$ cat src/rtl/smc_cfreg_bank_if.sv
// Register-bank access bus between the AHB slave decode and the SMC config bank.
interface smc_cfreg_bank_if #(
  parameter int ADDR_W = 4
);
  logic              sel;
  logic              wr_en;
  logic              rd_en;
  logic [ADDR_W-1:0] addr;
  logic [31:0]       wdata;
  logic [31:0]       rdata;
  logic              rvalid;

  modport master (output sel, wr_en, rd_en, addr, wdata, input rdata, rvalid);
  modport slave  (input sel, wr_en, rd_en, addr, wdata, output rdata, rvalid);
endinterface

$ cat src/rtl/smc_cfreg_bank.sv
// SMC configuration register bank: RO ID word, CTRL/status, and double-buffered
// per-chip-select timing registers whose shadow->active transfer waits for smc_idle.
module smc_cfreg_bank #(
  parameter int          N_CS     = 1,
  parameter int          ADDR_W   = 4,
  parameter logic [31:0] CS_RESET = 32'h0000_0101
) (
  input  logic               hclk,
  input  logic               n_sys_reset,
  smc_cfreg_bank_if.slave    bus,
  input  logic               smc_idle,
  output logic [N_CS*32-1:0] cs_config,
  output logic               cfg_update,
  output logic               err_irq
);

  localparam logic [31:0] SMC_CONFIG = {2'b11, 22'b0, 8'(N_CS)};

  typedef enum logic {IDLE, PENDING} apply_state_t;

  apply_state_t state;
  logic         lock;
  logic         err;
  logic [31:0]  shadow [N_CS];
  logic [31:0]  active [N_CS];

  logic            wr, rd, pend;
  logic            ctrl_hit, shadow_hit, map_hit;
  logic            shadow_block, err_set;
  logic [N_CS-1:0] cs_hit;
  logic [31:0]     rd_value;

  assign pend    = (state == PENDING);
  assign err_irq = err;

  always_comb begin
    wr         = bus.sel & bus.wr_en;
    rd         = bus.sel & bus.rd_en;
    ctrl_hit   = (bus.addr == ADDR_W'(1));
    cs_hit     = '0;
    for (int unsigned i = 0; i < N_CS; i++)
      cs_hit[i] = (bus.addr == ADDR_W'(i + 2));
    shadow_hit   = |cs_hit;
    map_hit      = (bus.addr == '0) | ctrl_hit | shadow_hit;
    shadow_block = lock | pend;
    // Unmapped writes and blocked shadow writes both raise ERR.
    err_set      = wr & (~map_hit | (shadow_hit & shadow_block));
  end

  always_comb begin
    rd_value = '0;
    if (bus.addr == '0)
      rd_value = SMC_CONFIG;
    else if (ctrl_hit)
      rd_value = {22'b0, err, pend, 7'b0, lock};
    for (int unsigned i = 0; i < N_CS; i++)
      if (cs_hit[i])
        rd_value = shadow[i];
  end

  always_comb begin
    cs_config = '0;
    for (int unsigned i = 0; i < N_CS; i++)
      cs_config[32*i +: 32] = active[i];
  end

  always_ff @(posedge hclk) begin
    if (!n_sys_reset) begin
      state      <= IDLE;
      lock       <= 1'b0;
      err        <= 1'b0;
      cfg_update <= 1'b0;
      bus.rvalid <= 1'b0;
      bus.rdata  <= '0;
      for (int unsigned i = 0; i < N_CS; i++) begin
        shadow[i] <= CS_RESET;
        active[i] <= CS_RESET;
      end
    end else begin
      bus.rvalid <= rd;
      bus.rdata  <= rd ? rd_value : '0;
      cfg_update <= 1'b0;

      if (wr & ctrl_hit & bus.wdata[0])
        lock <= 1'b1;

      if (err_set)
        err <= 1'b1;
      else if (wr & ctrl_hit & bus.wdata[9])
        err <= 1'b0;

      if (wr & ~shadow_block)
        for (int unsigned i = 0; i < N_CS; i++)
          if (cs_hit[i])
            shadow[i] <= bus.wdata;

      case (state)
        IDLE: begin
          if (wr & ctrl_hit & bus.wdata[1])
            state <= PENDING;
        end
        PENDING: begin
          if (smc_idle) begin
            for (int unsigned i = 0; i < N_CS; i++)
              active[i] <= shadow[i];
            cfg_update <= 1'b1;
            state      <= IDLE;
          end
        end
        default: state <= IDLE;
      endcase
    end
  end

endmodule

$ cat src/flat_wrapper.sv
// flat-port wrapper written by rule: the top's interface ports become plain ports
module smc_cfreg_bank_flat 
#(
  parameter int          N_CS     = 1,
  parameter int          ADDR_W   = 4,
  parameter logic [31:0] CS_RESET = 32'h0000_0101
)
  (hclk, n_sys_reset, smc_idle, cs_config, cfg_update, err_irq, bus_sel, bus_wr_en, bus_rd_en, bus_addr, bus_wdata, bus_rdata, bus_rvalid);
  smc_cfreg_bank_if #(.ADDR_W(ADDR_W)) bus_i ();
  input  logic hclk;
  input  logic n_sys_reset;
  input  logic smc_idle;
  output logic [N_CS*32-1:0] cs_config;
  output logic cfg_update;
  output logic err_irq;
  input wire logic [$bits(bus_i.sel)-1:0] bus_sel;
  input wire logic [$bits(bus_i.wr_en)-1:0] bus_wr_en;
  input wire logic [$bits(bus_i.rd_en)-1:0] bus_rd_en;
  input wire logic [$bits(bus_i.addr)-1:0] bus_addr;
  input wire logic [$bits(bus_i.wdata)-1:0] bus_wdata;
  output wire logic [$bits(bus_i.rdata)-1:0] bus_rdata;
  output wire logic [$bits(bus_i.rvalid)-1:0] bus_rvalid;
  assign bus_i.sel = bus_sel;
  assign bus_i.wr_en = bus_wr_en;
  assign bus_i.rd_en = bus_rd_en;
  assign bus_i.addr = bus_addr;
  assign bus_i.wdata = bus_wdata;
  assign bus_rdata = bus_i.rdata;
  assign bus_rvalid = bus_i.rvalid;
  smc_cfreg_bank #(.N_CS(N_CS), .ADDR_W(ADDR_W), .CS_RESET(CS_RESET)) u_core (.hclk(hclk), .n_sys_reset(n_sys_reset), .bus(bus_i), .smc_idle(smc_idle), .cs_config(cs_config), .cfg_update(cfg_update), .err_irq(err_irq));
endmodule
$ cat config.mk
export PLATFORM = sky130hd
export DESIGN_NAME = smc_cfreg_bank_flat
export DESIGN_NICKNAME = d
export VERILOG_FILES = /design/src/rtl/smc_cfreg_bank_if.sv /design/src/rtl/smc_cfreg_bank.sv /design/src/flat_wrapper.sv
export SDC_FILE = /design/constraint.sdc
export NUM_CORES = 1
export LEC_CHECK = 0
export ABC_AREA = 1
export CAP_MARGIN = 40
export CORE_MARGIN = 2
export CORE_UTILIZATION = 33
export DETAILED_ROUTE_END_ITERATION = 12
export PLACE_DENSITY_LB_ADDON = 0.15
export SETUP_SLACK_MARGIN = 0.15
export SLEW_MARGIN = 15
export SYNTH_ARGS = -nofsm -noshare
export SYNTH_HDL_FRONTEND = slang
export SYNTH_SLANG_ARGS = --single-unit
export TNS_END_PERCENT = 5
$ cat constraint.sdc
create_clock -name hclk -period 5 [get_ports hclk]
set_clock_uncertainty 0.05 [all_clocks]
set_input_delay 1.5 -clock hclk [delete_from_list [all_inputs] [get_ports hclk]]
set_output_delay 1.5 -clock hclk [all_outputs]
set_load 0.02 [all_outputs]
-- After elaboration in Yosys (flattened, before gate mapping)
Memories as Yosys holds them, arrays and structs flattened.
Index checks and enable logic that the tools add are counted.
- register bits after elaboration: 37
- RAM bits: 64
- input bits: 42
- output and inout bits: 67
- memories kept: 2
- memories (name ; words ; width ; rd ports ; clocked after memory_dff ; wr ports ; RTL line ; RTL):
    u_core.active ; 1 ; 32 ; 1 ; 0 ; 1 ; smc_cfreg_bank.sv:25 ; logic [31:0] active [N_CS];
    u_core.shadow ; 1 ; 32 ; 1 ; 0 ; 1 ; smc_cfreg_bank.sv:24 ; logic [31:0] shadow [N_CS];
- equality and inequality tests: 2
- muxes and demuxes: 21
- bitwise operators: 16
- reduce and logical (&&, ||, !) cells: 5
- operators by type and width (cell ; number):
    $mux W32 ; 4
    $reduce_or A32 Y1 ; 2
    $mux W1 ; 15
    $mux W10 ; 1
    $and A1 B1 Y1 ; 9
    $eq A4 B1 Y1 const B ; 1
    $eq A4 B2 Y1 const B ; 1
    $logic_not A4 Y1 ; 1
    $or A1 B1 Y1 ; 4
    $not A1 Y1 ; 3
    $pmux W1 S2 ; 1
    $reduce_and A2 Y1 ; 1
    $reduce_bool A2 Y1 ; 1

-- Logic depth before layout (Yosys ltp)
- word-level depth: 8
- gate-level depth with buffers: 6

-- Worst setup path after synthesis
OpenSTA, ideal clock, no wires.
- path type: in2reg
- start point: input smc_idle
- end point: memory u_core.active[0][0] (enable)
- arrival time: 3898 ps
- data required time: 4482 ps
- path slack: 584 ps
- stages: 2
- path buffers: 0
- cell sequence: inv_1 -> o21ai_0
- cells in the longest elaborated chain, start to end: 6
- RTL lines (element ; RTL line ; RTL):
    start, declared ; flat_wrapper.sv:12 ; input logic smc_idle;
    $mux W1 * ; smc_cfreg_bank.sv:103 ; if (smc_idle) begin
    $mux W1 * (2 in a row) ; -- ;
    $mux W1 (not written as such) * ; smc_cfreg_bank.sv:105 ; active[i] <= shadow[i];
    $reduce_or A32 Y1 (no source line) ; -- ;
    $mux W1 (no source line) * ; -- ;
    end, declared ; smc_cfreg_bank.sv:25 ;
Mark *: on every way between the ends. The rest lies on a longest branch, timed or not.

-- Worst setup path after layout
- start point: input bus_addr[3]
- end point: memory u_core.shadow[0][28] (enable)
- cells in the longest elaborated chain, start to end: 7
- RTL lines (element ; RTL line ; RTL):
    start, declared ; flat_wrapper.sv:19 ; input wire logic [$bits(bus_i.addr)-1:0] bus_addr;
    $eq A4 B2 Y1 * ; smc_cfreg_bank.sv:42 ; cs_hit[i] = (bus.addr == ADDR_W'(i + 2));
    $mux W1 * ; smc_cfreg_bank.sv:94 ; if (cs_hit[i])
    $mux W1 * ; smc_cfreg_bank.sv:92 ; if (wr & ~shadow_block)
    $mux W1 * ; smc_cfreg_bank.sv:68 ; if (!n_sys_reset) begin
    $mux W1 (not written as such) * ; smc_cfreg_bank.sv:95 ; shadow[i] <= bus.wdata;
    $reduce_or A32 Y1 (no source line) ; -- ;
    $mux W1 (no source line) * ; -- ;
    end, declared ; smc_cfreg_bank.sv:24 ;
Marked as above.

==> results.md <==
- Sequential-to-total area share from yosys stat: 75.4%
- Crit path cell chain: clkdlybuf4s50_1, nor2_4, nand2_1, nor2_2, nand3_1, nand2_2
- Pleak: 2.05 nW
- Leading area contributor after synthesis: edfxtp_1
- Top-Level Pins: ~110
- Gp weighted congestion: 0.752
- Post-Synth Simple-Gate Area: between 10% and 20%
- Placed cells: 551
- Drt drc: 0
- Mux contribution to synthesized area: 0%
- GRT overflow: 0
- Adder-Cell Fraction of Synth Area: 0%
- Final min period: 3.11 ns
- Startpoint Class: primary input
- DRT iter0 DRCs: 54
- Status: completed
- Main combinational cell family by area after synthesis: simple AND/OR/NAND/NOR gates
- Final Core Density: 48.1%
- Initial antenna violation count: 0
- Post-Route WL: 6870 µm
- Mapped cell area: 0.00353 mm²
- Slew @ Worst Pin: a little under 0.8 ns
- Detail Route Antenna Nets: 0
- PwrDens: 303 mW/mm²
- Via count: ~2300
- Post-CTS Resized: 0
- Synthesized Nets: 355
- Post-synthesis xor/xnor area fraction: 0%
- WL met1: ~2900 µm
- Synth cell types: 17
- Req. time, crit path: a little under 5 ns
- Post-CTS setup buffer count: 0
- Critical Path AT: approximately 3.1 ns
- Core area: 0.0104 mm²
- Crit-path max FO: 32
- Skew-Pair Late Insertion Delay: ~0.35 ns
- Met3 Wirelength: 598 µm
- Final hold violations: 0
- NumNets Final: 468
- HPWL after DPL: 4730 µm
- Yosys Warn Count: 0
- Fill cells: 994
- Max_cap viols: 0
- Slew headroom: a little under half
- Ant diodes: 0
- Yosys reg bits: 101
- Buf+Inv Stages, Crit Path: 1
- Port bufs: 108
- Synth Instances: 313
- First-pass GRT wire length: 11000 µm
- Die height: 107 µm
- CTS Buffer Depth: 2
- CP max stage delay: around 0.60 ns
- Fmax: 321 MHz
- TritonCTS clock tree: done
- Die X: roughly 110 µm
- Largest net degree at the start of global routing: 33
- Metal2 WL: 3260 µm
- CTS root buffer: clkbuf_8
- Rows: 37
- Layout overhead on the synthesized area: 41.3%
- Largest cells by area after synthesis: edfxtp_1 (54%), dfxtp_1 (21%), nor2_1 (9.7%)
- Vias in the first global route: 2360
- Fin cells: about 570
- Crit-path slowest cell: nand2_2
- Final slew viol count: 0
- Die area: roughly 0.012 mm²
- RSZ-0062 raised after global routing: false
- Final TNS setup: 0 ns
- Maximum vdd drop: between 0.15 and 0.2 mV
- Setup violators final: 0
- CP top delay family: simple AND/OR/NAND/NOR gates
- Tcrit/Tclk final: 62.3%
- Hold Crit Class: register to register
- Ratio of cells with drive above 1 in the final layout: roughly 6.3%
- Clk pin slew, worst setup/hold paths: 0.09 ns
- Uppermost layer routed: met4
- CTS sink count: about 100
- H-tree Lvls: 3
- TritonCTS Buffers: 9
- Via/cell ratio: 4.10
- CP Class: primary input to register
- Post-synthesis average cell area: 11.3 µm²
- Setup crit end kind: register
- Pwr Total: 1.51 mW
- Drt pass-1 iters: 4
- GR Util All Layers: 12.7%
- WL per Instance: around 12 µm
- Initial Utilization: 34.0%
- Hold Buf Count CTS: 0
- Share of the synthesized area in the top cell type: 54.4%
- Compound-Gate Fraction of Synth Area: 1.49%
==> worst min-delay path, delay by kind of cell (launching register included) <==
kind	cells	cell delay, ns
DFF	1	0.33
and+or+nand+nor	1	0.08
buffers and inverters	1	0.05
==> power by group <==
part | total [mW] | internal [mW] | switching (mW)
combinational | 0.107 | 0.0541 | 0.0530
sequential | 0.908 | 0.903 | 0.00563
clock | 0.496 | 0.229 | 0.267
==> per-stage QoR <==
step	setup WS (ns)	cell area, µm²	hold WS (ns)
finish	1.89	4990	0.428
detailed placement	1.47	4800	0.412
global route	1.71	4990	0.452
global placement	1.36	4760	0.411
floorplan	0.584	3530	0.402
CTS	1.85	4990	0.433
==> state kept, by name, indices dropped and copies added, names as in the netlist <==
| register | flops |
|---|---|
| u_core.active | 32 |
| u_core.bus.rdata | 32 |
| u_core.shadow | 32 |
| u_core.bus.rvalid | 1 |
| u_core.cfg_update | 1 |
| u_core.err_irq | 1 |
| u_core.lock | 1 |
| u_core.pend | 1 |
==> layer usage <==
metal  track usage (%)  vias to the layer above
met5                 0                        -
met4              5.95                        0
met3              4.84                       12
met2              21.0                       86
met1              14.4                     1050
li1                  -                     1173
==> worst paths after layout <==
path / start / to / slack (ns) / depth (start not counted)
min: u_core.shadow[0][14] / u_core.bus.rdata[14] / 0.43 / 2
min reg2reg: u_core.shadow[0][14] / u_core.bus.rdata[14] / 0.43 / 2
max reg2reg: u_core.pend / u_core.shadow[0][28] / 3.08 / 5
max: bus_addr[3] / u_core.shadow[0][28] / 1.89 / 6
==> cells in the mapped netlist <==
| library cell | n |
|---|---|
| nor2_1 | 91 |
| inv_1 | 73 |
| edfxtp_1 | 64 |
| dfxtp_1 | 37 |
| nand2_1 | 14 |
| buf_2 | 9 |
| a21oi_1 | 5 |
| nand3_1 | 5 |
| inv_2 | 3 |
| nand4_1 | 3 |
| o21ai_1 | 3 |
| nand4_2 | 1 |
| nor2_2 | 1 |
| nor2_4 | 1 |
| nor3_4 | 1 |
| o211ai_1 | 1 |
| o21ai_0 | 1 |
==> placed cells by master (no fill, tap or decap), types with 2 or more instances in the layout <==
cell type,n
nand2_1,13
a21oi_1,5
nand4_1,3
dfxtp_1,37
clkinv_2,2
inv_1,73
clkinvlp_4,2
inv_2,3
clkdlybuf4s50_1,108
edfxtp_1,64
clkbuf_8,9
nor2_1,91
o21ai_1,3
nand3_1,5
==> logic make-up (layout without fill, tap and decap cells) <==
group | Yosys count | count (layout)
and+or+nand+nor | 117 | 117
buffers and inverters | 85 | 202
AOI/OAI and AO/OA | 10 | 10
DFF | 101 | 101
==> layout make-up <==
type | instances | area, µm² | share of cell area [%]
Sequential cell | 101 | 2660 | 53.4
Clock buffer | 9 | 124 | 2.48
Timing Repair Buffer | 111 | 1130 | 22.7
Inverter | 76 | 285 | 5.72
Multi-Input combinational cell | 127 | 551 | 11.0
Clock inverter | 6 | 63.8 | 1.28
Tap cell | 136 | 170 | 3.41
Power figures use the tool's default switching activity.
